--- config.mk ---
export PLATFORM = sky130hd
export DESIGN_NAME = keypad_scanner
export DESIGN_NICKNAME = d
export VERILOG_FILES = /design/src/rtl/keypad_scanner.sv
export SDC_FILE = /design/constraint.sdc
export NUM_CORES = 1
export LEC_CHECK = 0
export ABC_AREA = 1
export BUFFER_PORTS_ARGS = -buffer_cell sky130_fd_sc_hd__buf_2
export CORE_MARGIN = 5
export CORE_UTILIZATION = 30
export CTS_CLUSTER_SIZE = 10
export DETAILED_ROUTE_END_ITERATION = 10
export SYNTH_ARGS = -nofsm -noshare
export SYNTH_HDL_FRONTEND = slang
export SYNTH_SLANG_ARGS = --single-unit
--- constraint.sdc ---
create_clock -name clk -period 4.6 [get_ports clk]
set_clock_uncertainty 0.1 [all_clocks]
set_input_delay 1.15 -clock clk [delete_from_list [all_inputs] [get_ports clk]]
set_output_delay 1.15 -clock clk [all_outputs]
set_load 0.02 [all_outputs]
--- src/rtl/keypad_scanner.sv ---
`default_nettype none
// ============================================================================
// Module   : keypad_scanner
// Purpose  : 4x4 matrix keypad front end. Drives one column at a time,
//            synchronises the row returns, snapshots a full sweep, rejects
//            multi-key (ghost) patterns and debounces press/release over
//            consecutive sweeps. Presents the accepted key as
//            {row one-hot, column one-hot} with a one-cycle strobe.
// Ports    : clk       - system clock
//            nRst      - asynchronous active-low reset
//            row_in    - raw rows, active-high, async (bit3 = row0)
//            col_drive - one-hot column drive (bit3 = col0)
//            cur_key   - [7:4] row one-hot, [3:0] column one-hot, 0 = none
//            strobe    - one-cycle pulse on each newly accepted key
// Options  : KEYPAD_AUTOREPEAT_EN - repeat strobe every REPEAT_SCANS sweeps
//            while a key stays held.
// Revision : 1.0 - initial release
// ============================================================================
module keypad_scanner #(
  parameter int SCAN_DIV       = 1000,
  parameter int DEBOUNCE_SCANS = 4,
  parameter int REPEAT_SCANS   = 64
) (
  input  logic       clk,
  input  logic       nRst,
  input  logic [3:0] row_in,
  output logic [3:0] col_drive,
  output logic [7:0] cur_key,
  output logic       strobe
);

  localparam int DIV_W = $clog2(SCAN_DIV);
  localparam int CNT_W = $clog2(DEBOUNCE_SCANS + 1);
  localparam logic [DIV_W-1:0] DIV_LAST = DIV_W'(SCAN_DIV - 1);
  localparam logic [CNT_W-1:0] DEB_TGT  = CNT_W'(DEBOUNCE_SCANS);

  typedef enum logic [1:0] {
    ST_IDLE    = 2'd0,
    ST_PRESS   = 2'd1,
    ST_HELD    = 2'd2,
    ST_RELEASE = 2'd3
  } state_e;

  // Synchroniser and scan state
  logic [3:0]       row_s1_q, row_s2_q;
  logic [DIV_W-1:0] div_cnt_q, div_cnt_d;
  logic [1:0]       col_idx_q, col_idx_d;
  logic [15:0]      snap_q, snap_d;       // col0 rows in [15:12] ... col3 in [3:0]
  logic             sweep_done_q, sweep_done_d;

  // Debounce state
  state_e           state_q, state_d;
  logic [7:0]       cand_q, cand_d;
  logic [CNT_W-1:0] cnt_q, cnt_d;
  logic [CNT_W-1:0] cnt_inc;
  logic [7:0]       cur_key_q, cur_key_d;
  logic             strobe_q, strobe_d;

  // Candidate decode
  logic             found, multi;
  logic [3:0]       hit_idx;
  logic [7:0]       cand_w;

`ifdef KEYPAD_AUTOREPEAT_EN
  localparam int RPT_W = $clog2(REPEAT_SCANS + 1);
  localparam logic [RPT_W-1:0] RPT_TGT = RPT_W'(REPEAT_SCANS);
  logic [RPT_W-1:0] rpt_cnt_q, rpt_cnt_d;
  logic [RPT_W-1:0] rpt_inc;
`else
  // Repeat period has no meaning without auto-repeat; keep it referenced.
  logic unused_repeat_scans;
  assign unused_repeat_scans = (REPEAT_SCANS > 0);
`endif

  assign col_drive = 4'b1000 >> col_idx_q;
  assign cur_key   = cur_key_q;
  assign strobe    = strobe_q;

  // Column timing and snapshot capture. The synced rows at the last divider
  // count reflect row_in from inside the current column's drive window.
  always_comb begin
    div_cnt_d    = div_cnt_q + DIV_W'(1);
    col_idx_d    = col_idx_q;
    snap_d       = snap_q;
    sweep_done_d = 1'b0;
    if (div_cnt_q == DIV_LAST) begin
      div_cnt_d                          = '0;
      col_idx_d                          = col_idx_q + 2'd1;
      snap_d[{~col_idx_q, 2'b00} +: 4]   = row_s2_q;
      sweep_done_d                       = (col_idx_q == 2'd3);
    end
  end

  // Exactly one set bit in the sweep forms a key; anything else is no key.
  always_comb begin
    found   = 1'b0;
    multi   = 1'b0;
    hit_idx = '0;
    for (int i = 0; i < 16; i++) begin
      if (snap_q[i]) begin
        multi   = multi | found;
        found   = 1'b1;
        hit_idx = 4'(i);
      end
    end
    cand_w = (found && !multi) ?
             {4'b0001 << hit_idx[1:0], 4'b0001 << hit_idx[3:2]} : 8'h00;
  end

  assign cnt_inc = cnt_q + CNT_W'(1);
`ifdef KEYPAD_AUTOREPEAT_EN
  assign rpt_inc = rpt_cnt_q + RPT_W'(1);
`endif

  // Debounce FSM; advances only on the cycle after a completed sweep.
  always_comb begin
    state_d   = state_q;
    cand_d    = cand_q;
    cnt_d     = cnt_q;
    cur_key_d = cur_key_q;
    strobe_d  = 1'b0;
`ifdef KEYPAD_AUTOREPEAT_EN
    rpt_cnt_d = (state_q == ST_HELD) ? rpt_cnt_q : '0;
`endif
    if (sweep_done_q) begin
      case (state_q)
        ST_IDLE: begin
          if (cand_w != 8'h00) begin
            cand_d = cand_w;
            cnt_d  = CNT_W'(1);
            if (DEBOUNCE_SCANS == 1) begin
              state_d   = ST_HELD;
              cur_key_d = cand_w;
              strobe_d  = 1'b1;
            end else begin
              state_d = ST_PRESS;
            end
          end
        end
        ST_PRESS: begin
          if (cand_w == cand_q) begin
            cnt_d = cnt_inc;
            if (cnt_inc == DEB_TGT) begin
              state_d   = ST_HELD;
              cur_key_d = cand_q;
              strobe_d  = 1'b1;
            end
          end else if (cand_w == 8'h00) begin
            state_d = ST_IDLE;
          end else begin
            cand_d = cand_w;
            cnt_d  = CNT_W'(1);
          end
        end
        ST_HELD: begin
          if (cand_w == cur_key_q) begin
`ifdef KEYPAD_AUTOREPEAT_EN
            if (rpt_inc == RPT_TGT) begin
              rpt_cnt_d = '0;
              strobe_d  = 1'b1;
            end else begin
              rpt_cnt_d = rpt_inc;
            end
`else
            // Held key produces no further strobes.
`endif
          end else begin
            cnt_d = CNT_W'(1);
            if (DEBOUNCE_SCANS == 1) begin
              state_d   = ST_IDLE;
              cur_key_d = 8'h00;
            end else begin
              state_d = ST_RELEASE;
            end
          end
        end
        ST_RELEASE: begin
          if (cand_w != cur_key_q) begin
            cnt_d = cnt_inc;
            if (cnt_inc == DEB_TGT) begin
              state_d   = ST_IDLE;
              cur_key_d = 8'h00;
            end
          end else begin
            // Key came back before release was confirmed: no new strobe.
            state_d = ST_HELD;
          end
        end
        default: state_d = ST_IDLE;
      endcase
    end
  end

  always_ff @(posedge clk or negedge nRst) begin
    if (!nRst) begin
      row_s1_q     <= '0;
      row_s2_q     <= '0;
      div_cnt_q    <= '0;
      col_idx_q    <= '0;
      snap_q       <= '0;
      sweep_done_q <= 1'b0;
      state_q      <= ST_IDLE;
      cand_q       <= '0;
      cnt_q        <= '0;
      cur_key_q    <= '0;
      strobe_q     <= 1'b0;
`ifdef KEYPAD_AUTOREPEAT_EN
      rpt_cnt_q    <= '0;
`endif
    end else begin
      row_s1_q     <= row_in;
      row_s2_q     <= row_s1_q;
      div_cnt_q    <= div_cnt_d;
      col_idx_q    <= col_idx_d;
      snap_q       <= snap_d;
      sweep_done_q <= sweep_done_d;
      state_q      <= state_d;
      cand_q       <= cand_d;
      cnt_q        <= cnt_d;
      cur_key_q    <= cur_key_d;
      strobe_q     <= strobe_d;
`ifdef KEYPAD_AUTOREPEAT_EN
      rpt_cnt_q    <= rpt_cnt_d;
`endif
    end
  end

endmodule
`default_nettype wire

# Word level (Yosys, flattened, before mapping)
# Index checks and enable logic that the tools add are counted.
[op_classes]
n_bitwise = 15
n_mul = 0
eq_ne = 21
n_mux = 77
addsub = 4
magnitude_cmp = 0
reduce_logical = 11
div = 0
n_shift = 5
[ops]
columns = ["op", "n"]
rows = [
  ["two-way mux 8 bit", 8],
  ["two-way mux 4 bit", 14],
  ["two-way mux 1 bit", 37],
  ["case mux 8 bit (2 select lines)", 2],
  ["bitwise mux 16 bit", 1],
  ["equality test 8 bit", 2],
  ["inequality test 2 bit, second input constant", 8],
  ["variable shift 4 x 6 -> 16 bit, first input constant", 1],
  ["indexed part select 4 x 6 -> 16 bit", 1],
  ["two-way mux 3 bit", 5],
  ["two-way mux 2 bit", 7],
  ["bitwise OR 1 bit", 14],
  ["inequality test 3 bit, second input constant", 4],
  ["case mux 3 bit (4 select lines)", 1],
  ["AND reduction 6 bit", 2],
  ["adder 10 x 1 -> 10 bit, second input constant", 1],
  ["equality test 10 bit, second input constant", 1],
  ["two-way mux 10 bit", 1],
  ["AND reduction 5 bit", 2],
  ["zero test 8 bit", 1],
  ["inequality test 8 bit", 1],
  ["case mux 2 bit (4 select lines)", 1],
  ["nonzero test 8 bit", 1],
  ["left shift 1 x 2 -> 4 bit, first input constant", 2],
  ["other kinds (12)", 15],
]
[word_totals]
register_bits = 59
memories = 0
elab_cells = 144
in_bits = 6
output_inout_bits = 13
latch_bits = 0
mem_bits_rw = 0
romBits = 0

# Longest topological paths before layout
[logic_depth]
word_depth = 37
ltp_mapped = 26
mapped_depth_nobuf = 26

# Worst setup path after synthesis
# No wires, ideal clock.
[synth_path]
kind = "register -> register"
from = "reg snap_q[8]"
to = "reg cand_q[2]"
path_buffers = 1
setup_slack_ns = 2.106
setup_ns = 0.120
synth_period_minus_slack_ns = 2.494
required_ns = 4.380
arrival_ns = 2.274
path_stages_with_launch = 18
cell_sequence = "dfrtp_1 nor2_2 inv_2 nor3_4 nand2_1 o21ai_2 nand3_2 nor2_4 buf_6 nand4_4 xor2_1 nand3_2 nor2_4 nand3_1 nand2_1 inv_1 o21ai_0 inv_1"
[synth_via]
elab_chain_len = 21
word_cells_on_any_way = 47
classes_between = "eq/ne: 4; shift: 2; mux: 29; bitwise: 7; reduce/logical: 5"
[synth_lines]
columns = ["item", "line", "text"]
rows = [
  ["from (decl)", "48", "logic [15:0] snap_q, snap_d;"],
  ["from (signal assigned)", "215", "snap_q <= snap_d;"],
  ["two-way mux 1 bit", "100", "if (snap_q[i]) begin"],
  ["bitwise OR 1 bit", "101", "multi = multi | found;"],
  ["two-way mux 1 bit", "100", ""],
  ["bitwise OR 1 bit", "101", ""],
  ["two-way mux 1 bit", "100", ""],
  ["bitwise OR 1 bit", "101", ""],
  ["two-way mux 1 bit", "100", ""],
  ["bitwise OR 1 bit", "101", ""],
  ["(+5 left out)", "--", ""],
  ["bitwise OR 1 bit", "101", ""],
  ["two-way mux 1 bit", "100", ""],
  ["zero test 1 bit", "106", "cand_w = (found && !multi) ?"],
  ["logical AND 1 bit", "106", ""],
  ["two-way mux 8 bit *", "106", ""],
  ["equality test 8 bit, or another cell as far along", "141", "if (cand_w == cand_q) begin"],
  ["inequality test 2 bit (no source line) or two-way mux 8 bit (tied branches)", "--", ""],
  ["AND reduction 5 bit (no source line) or case mux 8 bit (2 select lines) (tied branches)", "--", ""],
  ["to (signal assigned)", "218", "cand_q <= cand_d;"],
  ["to (decl)", "53", "logic [7:0] cand_q, cand_d;"],
]
# Every way passes the cells marked *; elsewhere a longest branch is shown, timed or not. The select of a mux whose other input is x is not followed.
# A chain may end at the register's enable or synchronous reset.

# Final worst setup path
[layout_path]
from = "reg snap_q[5]"
to = "reg cand_q[2]"
[layout_via]
elab_chain_len = 27
word_cells_on_any_way = 59
classes_between = "eq/ne: 4; shift: 2; mux: 38; bitwise: 10; reduce/logical: 5"
[layout_lines]
columns = ["item", "line"]
rows = [
  ["two-way mux 1 bit", "100"],
  ["bitwise OR 1 bit", "101"],
  ["two-way mux 1 bit", "100"],
  ["bitwise OR 1 bit", "101"],
  ["two-way mux 1 bit", "100"],
  ["bitwise OR 1 bit", "101"],
  ["two-way mux 1 bit", "100"],
  ["bitwise OR 1 bit", "101"],
  ["(+11 left out)", "--"],
  ["bitwise OR 1 bit", "101"],
  ["two-way mux 1 bit", "100"],
  ["zero test 1 bit", "106"],
  ["logical AND 1 bit", "106"],
  ["two-way mux 8 bit *", "106"],
  ["equality test 8 bit, or another cell as far along", "141"],
  ["inequality test 2 bit (no source line) or two-way mux 8 bit (tied branches)", "--"],
  ["AND reduction 5 bit (no source line) or case mux 8 bit (2 select lines) (tied branches)", "--"],
]
# Marked as above.

==> flow_summary.json <==
{
  "syn-num-nets": 474,
  "arrival_ps": 3330,
  "ant_nets": 0,
  "vias": 2902,
  "hold_viol_final": 0,
  "cp_max_fo": 13,
  "cts_tree": "yes",
  "syn2layout_area_growth_pct": 14.99,
  "final_util_pct": 35.23,
  "status": "completed",
  "post-place-ws_ps": 1380,
  "whs_ps": 247.5,
  "fin_cells": 630,
  "final_common_cell": "nand2_1",
  "fmax_mhz": 311.0,
  "fill_cells": 1191,
  "power_density_nw_per_um2": 300.7,
  "dr.first_iter.drc_count": 143,
  "internal_power_w": 0.0009467,
  "synth_seq_cells": 59,
  "seq_area_frac_synth_pct": 42.20,
  "fin_ws_ps": 1385,
  "htreeDepth": 3,
  "routed_wl_um": 7100,
  "first_global_vias": 2805,
  "post_drt_wl_per_cell_um": 11.27,
  "yosysUniqueCellTypes": 37,
  "ios": 19,
  "grt.total_usage_pct": 10.86,
  "core-area_um2": 11420,
  "rows": 39,
  "synth-compound-area-share_pct": 7.690,
  "grt_max_degree": 36,
  "ys.warnings.count": 0,
  "antenna_cells": 0,
  "via_per_inst": 4.606,
  "die_h_um": 118.0,
  "slew_headroom_pct": 43.85,
  "cp-end-kind": "register",
  "crit_required_ps": 4720,
  "worst_pin_slew_ps": 842.2,
  "setup_viol": 0,
  "nets": 499,
  "cts_root_buffer": "clkbuf_16",
  "postCtsHoldBufs": 0,
  "p_leak_nw": 2.019,
  "cap_viol_max_count": 0,
  "p_sw_w": 0.0002628,
  "synthAdderAreaFrac_pct": 3.934,
  "pwr-share-clk_pct": 55.3,
  "port_buffers": 18,
  "grt_pass1_wl_um": 12710,
  "post_cts_resized": 0,
  "numCtsBuffers": 9,
  "finalCriticalPeriod_ps": 3215,
  "clk_latency_ps": 330,
  "tns_ps": 0,
  "syn_inst": 457,
  "placed_cells": 614,
  "grt-ovfl-total": 0,
  "hpwl_um": 5357,
  "cts_setup_buffers": 0,
  "gpl.final_weighted_congestion": 0.8195,
  "syn_area_per_cell_um2": 7.655,
  "synthMuxAreaShare_pct": 0,
  "rsz0062_at_grt": "no",
  "die_area_um2": 13920,
  "critPathLaunchType": "register",
  "hold_class": "register to register",
  "start_util_pct": 30.64,
  "p_sw_share_pct": 21.73,
  "drc": 0,
  "p_seq_share_pct": 43.4,
  "syn-cell-area_um2": 3498,
  "crit_type": "register to register",
  "synth_xor_area_share_pct": 1.001,
  "max-clock-path-buffers": 2,
  "clk_pin_slew_ps": 50,
  "slew_violations": 0,
  "die_x_um": 118.0,
  "synth_top_family_by_area": "simple AND/OR/NAND/NOR gates",
  "fin_crit_sh_pct": 69.90,
  "synthSimpleGateAreaFrac_pct": 37.20,
  "vdd_ir_drop_max_mv": 0.2430,
  "p_comb_share_pct": 1.3,
  "layout_common_cells": "149 x nand2_1, 59 x dfrtp_1, 57 x inv_1",
  "layout-drive-gt1-share_pct": 15.61,
  "antenna_found_initial": 0,
  "cts_sinks": 59,
  "drt_pass1_iterations": 4
}
==> cells in the mapped netlist <==
cell type,count,area [um^2]
a21oi_1,4,20.02
nor2_2,7,43.79
nor2_1,40,150.1
clkinv_1,2,7.510
o211ai_1,1,7.510
nand2_2,9,56.30
nor2_4,6,67.56
a32o_1,3,30.03
dfrtp_1,59,1476
nor2_8,1,20.02
nand4_4,1,21.27
or2_2,1,6.260
o31ai_1,4,30.03
o21ai_2,6,52.55
nor3_4,1,16.27
clkbuf_1,1,3.750
buf_6,2,22.52
buf_12,1,20.02
ha_1,11,137.6
nor3_1,8,40.04
nand3_1,32,160.2
nand4_1,10,62.56
buf_4,1,7.510
nand2_1,149,559.3
xor2_1,3,26.28
inv_1,57,214.0
o21ai_1,1,5.000
nand3_2,6,60.06
nor4_1,3,18.77
a31oi_1,1,6.260
inv_2,1,3.750
a21oi_2,1,8.760
xnor2_1,1,8.760
nand3b_1,1,7.510
nand2_4,1,11.26
o21ai_0,20,100.1
o41ai_1,1,8.760
==> cell type report <==
type / instances / area (um^2) / area share [%]
Clock buffer: 9 / 225.2 / 5.599
Inverter: 60 / 225.2 / 5.599
Timing Repair Buffer: 19 / 97.59 / 2.426
Tap cell: 143 / 178.9 / 4.448
Multi-Input combinational cell: 333 / 1743 / 43.33
Sequential cell: 59 / 1476 / 36.70
Clock inverter: 7 / 76.32 / 1.897
==> kinds of logic (layout without fill, tap and decap cells) <==
kind of cell | after synthesis | after routing
buf+inv | 65 | 95
fa+ha+maj | 11 | 11
compound gates | 42 | 42
flops | 59 | 59
simple gates | 276 | 276
xor+xnor | 4 | 4
==> path summary, 6_finish.rpt <==
path / start / end / slack, ps / cells past startpoint
worst max-delay path: snap_q[5] / cand_q[2] / 1380 / 18
worst min-delay path: row_s1_q[3] / row_s2_q[3] / 250 / 0
worst max register to register: snap_q[5] / cand_q[2] / 1380 / 18
worst min register to register: row_s1_q[3] / row_s2_q[3] / 250 / 0
max in group asynchronous: nRst / col_idx_q[0] / 2740 / 2
min in group asynchronous: nRst / cur_key[4] / 820 / 1
==> sequential cells by signal, indices dropped and copies added (netlist names), 3 cells and up <==
| name | count |
|---|---|
| snap_q | 16 |
| cand_q | 8 |
| div_cnt_q | 10 |
| cur_key | 8 |
| row_s1_q | 4 |
| cnt_q | 3 |
| row_s2_q | 4 |
==> per-stage QoR <==
step	total power, W	instance area, um^2
floorplan	0.0005354	3498
CTS	0.001230	4023
global route	0.001254	4023
global placement	0.0005503	3721
detailed placement	0.0005507	3721
finish	0.001209	4023
==> power by group through the flow <==
stage | registers (W) | clock network (W) | logic (W)
after floorplan | 0.000533 | 0 | 0.00000224
after global placement | 0.000534 | 0 | 0.0000167
after detailed placement | 0.000534 | 0 | 0.0000169
after CTS | 0.000525 | 0.000689 | 0.0000168
after global routing | 0.000524 | 0.000711 | 0.0000192
final | 0.000525 | 0.000669 | 0.0000156
==> layer usage <==
layer  vias to the layer above  share of wire [%]  wire, um  global-route usage (%)
li1                       1517                  -         -                       -
met5                         -                  0         0                       0
met3                         2                4.3       302                   3.316
met4                         0               0.24        17                   3.584
met1                      1335                 50      3531                   14.21
met2                        48                 46      3250                   17.11
==> critical path, stage by stage (launching register included) <==
cell     delay, ps
dfrtp_1        410
nor2_2         160
nand2_1        160
nor2_4         160
nand2_1         80
o21ai_2         70
nand3_2        100
nor2_4         330
nand2_4        160
nor2_4         140
nand3_1        140
nand2_1         80
nand2_1         80
nor2_4         140
nand3_1        110
nand2_1        300
inv_1          150
o21ai_0        170
inv_1           60
No activity file was read; power rests on OpenSTA's default activity.
